### src/rtl/ram_arb_pkg.sv
// Shared types for the single-port SRAM arbiter: response owner tag, muxed
// memory request and the stall-counter width used by the optional perf block.
package ram_arb_pkg;

    typedef enum logic [1:0] {
        OWN_NONE,
        OWN_INSTR,
        OWN_DATA,
        OWN_BOOT
    } owner_t;

    typedef struct packed {
        logic        we;
        logic [3:0]  be;
        logic [31:0] addr;
        logic [31:0] wdata;
    } mem_req_t;

    localparam int PERF_W = 16;

    function automatic logic [PERF_W-1:0] sat_inc(input logic [PERF_W-1:0] v);
        return (&v) ? v : v + 1'b1;
    endfunction

endpackage

### src/rtl/ram_arbiter_if.sv
// Requester (boot/instr/data) and SRAM-side signals of the arbiter, bundled so
// the core, bootloader and macro hookups are a single connection.
interface ram_arbiter_if #(
    parameter int AW = 10
);
    logic          boot_req;
    logic [31:0]   boot_addr;
    logic [31:0]   boot_wdata;
    logic          boot_gnt;

    logic          instr_req;
    logic [31:0]   instr_addr;
    logic          instr_gnt;
    logic          instr_rvalid;
    logic [31:0]   instr_rdata;
    logic          instr_err;

    logic          data_req;
    logic          data_we;
    logic [3:0]    data_be;
    logic [31:0]   data_addr;
    logic [31:0]   data_wdata;
    logic          data_gnt;
    logic          data_rvalid;
    logic [31:0]   data_rdata;
    logic          data_err;

    logic          mem_req;
    logic          mem_we;
    logic [3:0]    mem_be;
    logic [AW-1:0] mem_addr;
    logic [31:0]   mem_wdata;
    logic [31:0]   mem_rdata;

    // Arbiter view.
    modport slave (
        input  boot_req, boot_addr, boot_wdata,
        output boot_gnt,
        input  instr_req, instr_addr,
        output instr_gnt, instr_rvalid, instr_rdata, instr_err,
        input  data_req, data_we, data_be, data_addr, data_wdata,
        output data_gnt, data_rvalid, data_rdata, data_err,
        output mem_req, mem_we, mem_be, mem_addr, mem_wdata,
        input  mem_rdata
    );

    // Requesters plus SRAM macro view.
    modport master (
        output boot_req, boot_addr, boot_wdata,
        input  boot_gnt,
        output instr_req, instr_addr,
        input  instr_gnt, instr_rvalid, instr_rdata, instr_err,
        output data_req, data_we, data_be, data_addr, data_wdata,
        input  data_gnt, data_rvalid, data_rdata, data_err,
        input  mem_req, mem_we, mem_be, mem_addr, mem_wdata,
        output mem_rdata
    );

endinterface

### src/rtl/ram_arbiter_rr_arb2.sv
// Two-way round-robin picker; after a grant to one side the other side is
// favoured. A lone requester always wins.
module rr_arb2 (
    input  logic       clk_sys,
    input  logic       rst_sys_n,
    input  logic [1:0] req,
    input  logic       advance,
    output logic [1:0] grant
);

    logic ptr_q;  // 0 favours req[0], 1 favours req[1]

    always_comb begin
        grant = req;
        if (req == 2'b11) begin
            grant = ptr_q ? 2'b10 : 2'b01;
        end
    end

    always_ff @(posedge clk_sys or negedge rst_sys_n) begin
        if (!rst_sys_n) begin
            ptr_q <= 1'b0;
        end else if (advance) begin
            ptr_q <= grant[0];
        end
    end

endmodule

### src/rtl/ram_arbiter.sv
// Shares one single-port SRAM among boot writes, instruction fetch and data.
// Optional stall counters are built when RAM_ARB_PERF_EN is defined.
//
// owner_q   | meaning
// OWN_NONE  | no response due this cycle
// OWN_INSTR | instr_rvalid this cycle
// OWN_DATA  | data_rvalid this cycle
// OWN_BOOT  | boot write in flight, no response returned
module ram_arbiter
    import ram_arb_pkg::*;
#(
    parameter int          MEM_SIZE  = 4096,
    parameter int          AW        = $clog2(MEM_SIZE / 4),
    parameter logic [31:0] ADDR_BASE = 32'h0000_0000
) (
    input  logic              clk_sys,
    input  logic              rst_sys_n,
    ram_arbiter_if.slave      bus
`ifdef RAM_ARB_PERF_EN
    ,
    input  logic              perf_clr,
    output logic [PERF_W-1:0] perf_instr_stall,
    output logic [PERF_W-1:0] perf_data_stall
`endif
);

    logic [31:0] boot_off;
    logic [31:0] instr_off;
    logic [31:0] data_off;
    logic        boot_win;
    logic        instr_win;
    logic        data_win;
    logic [1:0]  rr_req;
    logic [1:0]  rr_gnt;
    mem_req_t    sel;
    logic        in_range;
    owner_t      owner_d;
    owner_t      owner_q;
    logic        err_d;
    logic        err_q;
    logic        zero_d;
    logic        zero_q;
    logic [31:0] instr_hold_q;
    logic [31:0] data_hold_q;

    assign boot_off  = bus.boot_addr  - ADDR_BASE;
    assign instr_off = bus.instr_addr - ADDR_BASE;
    assign data_off  = bus.data_addr  - ADDR_BASE;

    // Gating with rst_sys_n keeps every strobe low while the block is held in reset.
    assign boot_win = rst_sys_n & bus.boot_req;
    assign rr_req   = {bus.data_req, bus.instr_req} & {2{rst_sys_n & ~bus.boot_req}};

    rr_arb2 u_rr_arb2 (
        .clk_sys   (clk_sys),
        .rst_sys_n (rst_sys_n),
        .req       (rr_req),
        .advance   (|rr_gnt),
        .grant     (rr_gnt)
    );

    assign instr_win = rr_gnt[0];
    assign data_win  = rr_gnt[1];

    always_comb begin
        sel      = '0;
        owner_d  = OWN_NONE;
        in_range = 1'b0;
        err_d    = 1'b0;
        zero_d   = 1'b0;
        if (boot_win) begin
            sel     = '{we: 1'b1, be: 4'hf, addr: boot_off, wdata: bus.boot_wdata};
            owner_d = OWN_BOOT;
        end else if (instr_win) begin
            sel     = '{we: 1'b0, be: 4'hf, addr: instr_off, wdata: 32'h0};
            owner_d = OWN_INSTR;
        end else if (data_win) begin
            sel     = '{we: bus.data_we, be: bus.data_be, addr: data_off, wdata: bus.data_wdata};
            owner_d = OWN_DATA;
        end
        in_range = sel.addr < 32'(MEM_SIZE);
        err_d    = (owner_d != OWN_NONE) && !in_range;
        // Writes and errored accesses return zero instead of the SRAM read port.
        zero_d   = !in_range || sel.we;
    end

    assign bus.boot_gnt  = boot_win;
    assign bus.instr_gnt = instr_win;
    assign bus.data_gnt  = data_win;

    assign bus.mem_req   = (owner_d != OWN_NONE) && in_range;
    assign bus.mem_we    = sel.we;
    assign bus.mem_be    = sel.be;
    assign bus.mem_addr  = sel.addr[AW+1:2];
    assign bus.mem_wdata = sel.wdata;

    always_ff @(posedge clk_sys or negedge rst_sys_n) begin
        if (!rst_sys_n) begin
            owner_q <= OWN_NONE;
            err_q   <= 1'b0;
            zero_q  <= 1'b0;
        end else begin
            owner_q <= owner_d;
            err_q   <= err_d;
            zero_q  <= zero_d;
        end
    end

    assign bus.instr_rvalid = (owner_q == OWN_INSTR);
    assign bus.data_rvalid  = (owner_q == OWN_DATA);
    assign bus.instr_err    = bus.instr_rvalid & err_q;
    assign bus.data_err     = bus.data_rvalid & err_q;

    assign bus.instr_rdata = bus.instr_rvalid ? (zero_q ? 32'h0 : bus.mem_rdata) : instr_hold_q;
    assign bus.data_rdata  = bus.data_rvalid  ? (zero_q ? 32'h0 : bus.mem_rdata) : data_hold_q;

    always_ff @(posedge clk_sys or negedge rst_sys_n) begin
        if (!rst_sys_n) begin
            instr_hold_q <= 32'h0;
            data_hold_q  <= 32'h0;
        end else begin
            if (bus.instr_rvalid) instr_hold_q <= bus.instr_rdata;
            if (bus.data_rvalid)  data_hold_q  <= bus.data_rdata;
        end
    end

`ifdef RAM_ARB_PERF_EN
    logic [PERF_W-1:0] instr_stall_q;
    logic [PERF_W-1:0] data_stall_q;

    always_ff @(posedge clk_sys or negedge rst_sys_n) begin
        if (!rst_sys_n) begin
            instr_stall_q <= '0;
            data_stall_q  <= '0;
        end else if (perf_clr) begin
            instr_stall_q <= '0;
            data_stall_q  <= '0;
        end else begin
            if (bus.instr_req && !instr_win) instr_stall_q <= sat_inc(instr_stall_q);
            if (bus.data_req && !data_win)   data_stall_q  <= sat_inc(data_stall_q);
        end
    end

    assign perf_instr_stall = instr_stall_q;
    assign perf_data_stall  = data_stall_q;
`endif

endmodule

### src/flat_wrapper.sv
// flat-port wrapper written by rule: the top's interface ports become plain ports
module ram_arbiter_flat import ram_arb_pkg::*;
#(
    parameter int          MEM_SIZE  = 4096,
    parameter int          AW        = $clog2(MEM_SIZE / 4),
    parameter logic [31:0] ADDR_BASE = 32'h0000_0000
)
  (clk_sys, rst_sys_n, bus_boot_req, bus_boot_addr, bus_boot_wdata, bus_boot_gnt, bus_instr_req, bus_instr_addr, bus_instr_gnt, bus_instr_rvalid, bus_instr_rdata, bus_instr_err, bus_data_req, bus_data_we, bus_data_be, bus_data_addr, bus_data_wdata, bus_data_gnt, bus_data_rvalid, bus_data_rdata, bus_data_err, bus_mem_req, bus_mem_we, bus_mem_be, bus_mem_addr, bus_mem_wdata, bus_mem_rdata);
  ram_arbiter_if #(.AW(AW)) bus_i ();
  input  logic clk_sys;
  input  logic rst_sys_n;
  input wire logic [$bits(bus_i.boot_req)-1:0] bus_boot_req;
  input wire logic [$bits(bus_i.boot_addr)-1:0] bus_boot_addr;
  input wire logic [$bits(bus_i.boot_wdata)-1:0] bus_boot_wdata;
  output wire logic [$bits(bus_i.boot_gnt)-1:0] bus_boot_gnt;
  input wire logic [$bits(bus_i.instr_req)-1:0] bus_instr_req;
  input wire logic [$bits(bus_i.instr_addr)-1:0] bus_instr_addr;
  output wire logic [$bits(bus_i.instr_gnt)-1:0] bus_instr_gnt;
  output wire logic [$bits(bus_i.instr_rvalid)-1:0] bus_instr_rvalid;
  output wire logic [$bits(bus_i.instr_rdata)-1:0] bus_instr_rdata;
  output wire logic [$bits(bus_i.instr_err)-1:0] bus_instr_err;
  input wire logic [$bits(bus_i.data_req)-1:0] bus_data_req;
  input wire logic [$bits(bus_i.data_we)-1:0] bus_data_we;
  input wire logic [$bits(bus_i.data_be)-1:0] bus_data_be;
  input wire logic [$bits(bus_i.data_addr)-1:0] bus_data_addr;
  input wire logic [$bits(bus_i.data_wdata)-1:0] bus_data_wdata;
  output wire logic [$bits(bus_i.data_gnt)-1:0] bus_data_gnt;
  output wire logic [$bits(bus_i.data_rvalid)-1:0] bus_data_rvalid;
  output wire logic [$bits(bus_i.data_rdata)-1:0] bus_data_rdata;
  output wire logic [$bits(bus_i.data_err)-1:0] bus_data_err;
  output wire logic [$bits(bus_i.mem_req)-1:0] bus_mem_req;
  output wire logic [$bits(bus_i.mem_we)-1:0] bus_mem_we;
  output wire logic [$bits(bus_i.mem_be)-1:0] bus_mem_be;
  output wire logic [$bits(bus_i.mem_addr)-1:0] bus_mem_addr;
  output wire logic [$bits(bus_i.mem_wdata)-1:0] bus_mem_wdata;
  input wire logic [$bits(bus_i.mem_rdata)-1:0] bus_mem_rdata;
  assign bus_i.boot_req = bus_boot_req;
  assign bus_i.boot_addr = bus_boot_addr;
  assign bus_i.boot_wdata = bus_boot_wdata;
  assign bus_boot_gnt = bus_i.boot_gnt;
  assign bus_i.instr_req = bus_instr_req;
  assign bus_i.instr_addr = bus_instr_addr;
  assign bus_instr_gnt = bus_i.instr_gnt;
  assign bus_instr_rvalid = bus_i.instr_rvalid;
  assign bus_instr_rdata = bus_i.instr_rdata;
  assign bus_instr_err = bus_i.instr_err;
  assign bus_i.data_req = bus_data_req;
  assign bus_i.data_we = bus_data_we;
  assign bus_i.data_be = bus_data_be;
  assign bus_i.data_addr = bus_data_addr;
  assign bus_i.data_wdata = bus_data_wdata;
  assign bus_data_gnt = bus_i.data_gnt;
  assign bus_data_rvalid = bus_i.data_rvalid;
  assign bus_data_rdata = bus_i.data_rdata;
  assign bus_data_err = bus_i.data_err;
  assign bus_mem_req = bus_i.mem_req;
  assign bus_mem_we = bus_i.mem_we;
  assign bus_mem_be = bus_i.mem_be;
  assign bus_mem_addr = bus_i.mem_addr;
  assign bus_mem_wdata = bus_i.mem_wdata;
  assign bus_i.mem_rdata = bus_mem_rdata;
  ram_arbiter #(.MEM_SIZE(MEM_SIZE), .AW(AW), .ADDR_BASE(ADDR_BASE)) u_core (.clk_sys(clk_sys), .rst_sys_n(rst_sys_n), .bus(bus_i));
endmodule
### config.mk
export PLATFORM = sky130hd
export DESIGN_NAME = ram_arbiter_flat
export DESIGN_NICKNAME = d
export VERILOG_FILES = /design/src/rtl/ram_arb_pkg.sv /design/src/rtl/ram_arbiter_if.sv /design/src/rtl/ram_arbiter_rr_arb2.sv /design/src/rtl/ram_arbiter.sv /design/src/flat_wrapper.sv
export SDC_FILE = /design/constraint.sdc
export NUM_CORES = 1
export LEC_CHECK = 0
export CORE_AREA = 2 2 125 127
export DETAILED_ROUTE_END_ITERATION = 10
export DIE_AREA = 0 0 127 129
export GPL_TIMING_DRIVEN = 0
export PLACE_DENSITY = 0.65
export SLEW_MARGIN = 20
export SYNTH_ARGS = -nofsm -noshare
export SYNTH_HDL_FRONTEND = slang
export SYNTH_SLANG_ARGS = --single-unit
export TNS_END_PERCENT = 1
### constraint.sdc
create_clock -name clk_sys -period 3.6 [get_ports clk_sys]
set_input_delay 1.08 -clock clk_sys [delete_from_list [all_inputs] [get_ports clk_sys]]
set_output_delay 1.08 -clock clk_sys [all_outputs]
set_load 0.02 [all_outputs]
==> metrics.cfg <==
[sta]
fmax_mhz = 271.9
fin_skew_ns = 0.006780
worst_slew_pin_slew_ns = 0.5059
fin_setup_tns_ns = -0.07804
hold_viol = 0
setup_ws_ns = -0.07804
slew_viol_final = 0
rsz0062_at_grt = true
maxSlewHeadroom = 0.6627
finalSetupViolCount = 1
post-route-min-period_ns = 3.678
fin_crit_sh = 1.022

[detailed_routing]
firstDrtPassIters = 5
drt.antenna.violating_nets = 0
wl_um = 19400
drcViolationCount = 0
drt_iter0_markers = 225
vias = 4766
wl_per_cell_um = 20.25
vias_per_cell = 4.975

[pwr]
cellLeakagePower_nw = 3.723
p_per_area_mw_per_mm2 = 381.6
vdd_ir_drop_max_mv = 0.1878

[synth]
synth_warnings = 0
yosys.area.top_type = dfrtp_1
yosysSeqAreaShare = 0.4673
synth_area_per_cell_um2 = 8.474
synth_top_area_frac = 0.4673
netlist_instances = 436
synth_nets = 638
synth_seq_cells = 69
yosysUniqueCellTypes = 25
ys_top_cells_by_area = dfrtp_1 47%, o21ai_0 16%, nand2_1 7.6%
synthesis.area_mm2 = 0.003695

[global_routing]
grt_pass1_wl_um = 27590
grt_start_max_net_pins = 38
antenna_found_initial = 3
grt_overflow = 0
first_global_vias = 4882
grt_usage = 0.2246

[hold_path]
hold_start = u_core.instr_hold_q[26]
min_to = u_core.instr_hold_q[26]
min_path_type = reg -> reg
whs_path_depth = 2

[run_status]
violations = setup timing
outcome = complete, but fails checks

[worst_setup_path]
timing.rr.start = u_core.u_rr_arb2.ptr_q
r2r_end = u_core.zero_q
end_kind = output pin
r2r.worst_path.cells = 7
r2r_slack_ns = 2.14
arrival_ns = 2.60
worstSetupPathType = in -> out
cp_data_required_time_ns = 2.52
start_kind = primary input
crit_fanout = 2

[final_layout]
finalInstanceArea_mm2 = 0.007436
fin_nets = 969
drive_above_1_share = 0.1289
syn_to_final_growth_pct = 101.3
fill_cells = 1459

[place]
io_buffer_count = 314
dpl_worst_slack_ns = -0.9574
dpl.hpwl_um = 15950
place_area_mm2 = 0.007091
place.gp.congestion = 0.8662

[floorplanning]
die_area_mm2 = 0.01638
start_util = 0.2467
die_x_um = 127
die_y_um = 129
core_region_area_mm2 = 0.01498
io_pins = 321
rows = 45

[clock_network]
hold_buffers = 0
cts_sinks = 69
cts_tree = yes
clk_latency_ns = 0.32
path_clk_slew_ns = 0.05
numCtsBuffers = 9
root_buffer = clkbuf_16
htreeDepth = 3
cts_max_path_buffers = 2

[flow_run]
max_cap_violations = 0

## through the flow
stage               power (mW)  cells  utilization  hold WS [ns]
floorplan                1.451    436            -        0.4387
global placement         2.123    938       0.4723        0.4508
detailed placement       2.141    939       0.4734        0.4597
CTS                      2.880    955       0.4986        0.4714
global route             2.982    956       0.4962        0.4912
finish                   2.837    958       0.4965        0.4677
## area by class of cell
type | instances | area [µm²] | share of cell area
multi-input cells | 316 | 1859 | 0.2500
inverters | 15 | 56.30 | 0.007572
clock buffers | 12 | 236.5 | 0.03180
plain buffers | 36 | 211.5 | 0.02844
flip-flops and latches | 69 | 1727 | 0.2322
well taps | 188 | 235.2 | 0.03163
diodes | 2 | 5.005 | 0.0006731
repair buffers | 320 | 3105 | 0.4176
## critical path, stage by stage
cell and delay [ns]:
clkdlybuf4s50_1 0.42, nor4_2 0.17, nand4_1 0.23, a221oi_4 0.33, o2111a_1 0.24, buf_6 0.13
## power breakdown
| group | total, mW | leakage [nW] | internal [mW] | switching (mW) |
|---|---|---|---|---|
| Sequential | 0.945 | 0.902 | 0.904 | 0.0414 |
| Clock | 0.732 | 0.114 | 0.450 | 0.282 |
| Combinational | 1.16 | 2.71 | 0.550 | 0.610 |
| Total | 2.84 | 3.72 | 1.90 | 0.934 |
## routing by layer
metal | GRT usage | vias to the layer above | wire length, µm
li1 | - | 2224 | -
met1 | 0.2547 | 2265 | 7207
met2 | 0.4032 | 232 | 9965
met3 | 0.06237 | 43 | 1604
met4 | 0.08597 | 2 | 607
met5 | 0 | - | 11
## worst max path at each step
stage	start	end	slack, ns	cells after the start
6_report	bus_data_addr[20]	bus_mem_req	-0.08	6
5_1_grt	bus_data_addr[31]	bus_mem_req	-0.15	6
4_1_cts	bus_data_addr[31]	bus_mem_req	-0.14	6
3_5_place_dp	bus_boot_req	bus_mem_wdata[10]	-0.96	6
3_3_place_gp	rst_sys_n	bus_mem_wdata[11]	-3.51	6
2_1_floorplan	bus_boot_addr[15]	bus_mem_req	0.27	3
## sequential cells by signal (all words and copies together), names as in the netlist
name / cells
u_core.owner_q: 2
u_core.u_rr_arb2.ptr_q: 1
u_core.data_hold_q: 32
u_core.err_q: 1
u_core.zero_q: 1
u_core.instr_hold_q: 32
## layout by cell type (no fill, tap or decap), types with 15 or more instances in the layout
master           count
dfrtp_1             69
nand2_1             75
dlymetal6s2s_1      41
o21ai_0            120
inv_1               15
dlygate4sd2_1       16
nand2b_1            34
buf_2               41
clkdlybuf4s50_1    208
a22o_1              27
clkbuf_1            20
## cell usage after synthesis (all sizes together)
cell type  instances
a21boi             1
a222oi            10
or4                1
a21oi              2
a221oi             1
nand2b            34
nor4              14
a22o              32
nor2b              1
nand4              2
nand3              3
buf               17
clkbuf            19
o2111a             1
nor2               3
and2               1
dfrtp             69
nand2             75
o21ai            131
or2                1
inv               15
nand3b             2
nor3               1
## cells by family (layout without fill, tap and decap cells)
kind of cell / after synthesis / in the layout / share of synthesized area
AO/OA/AOI/OAI: 178 / 178 / 0.2953
buffers and inverters: 51 / 383 / 0.05588
flip-flops: 69 / 69 / 0.4673
other: 0 / 2 / 0
AND/OR/NAND/NOR: 138 / 138 / 0.1815
## timing repair
action                                  in CTS  in global routing
pin swaps                                    7                  9
cloned                                       1                  0
setup buffers                                3                  1
endpoints found under the setup margin      70                 77
resized for setup                          206                 88
Note: power is estimated with default switching activity, not from simulation.
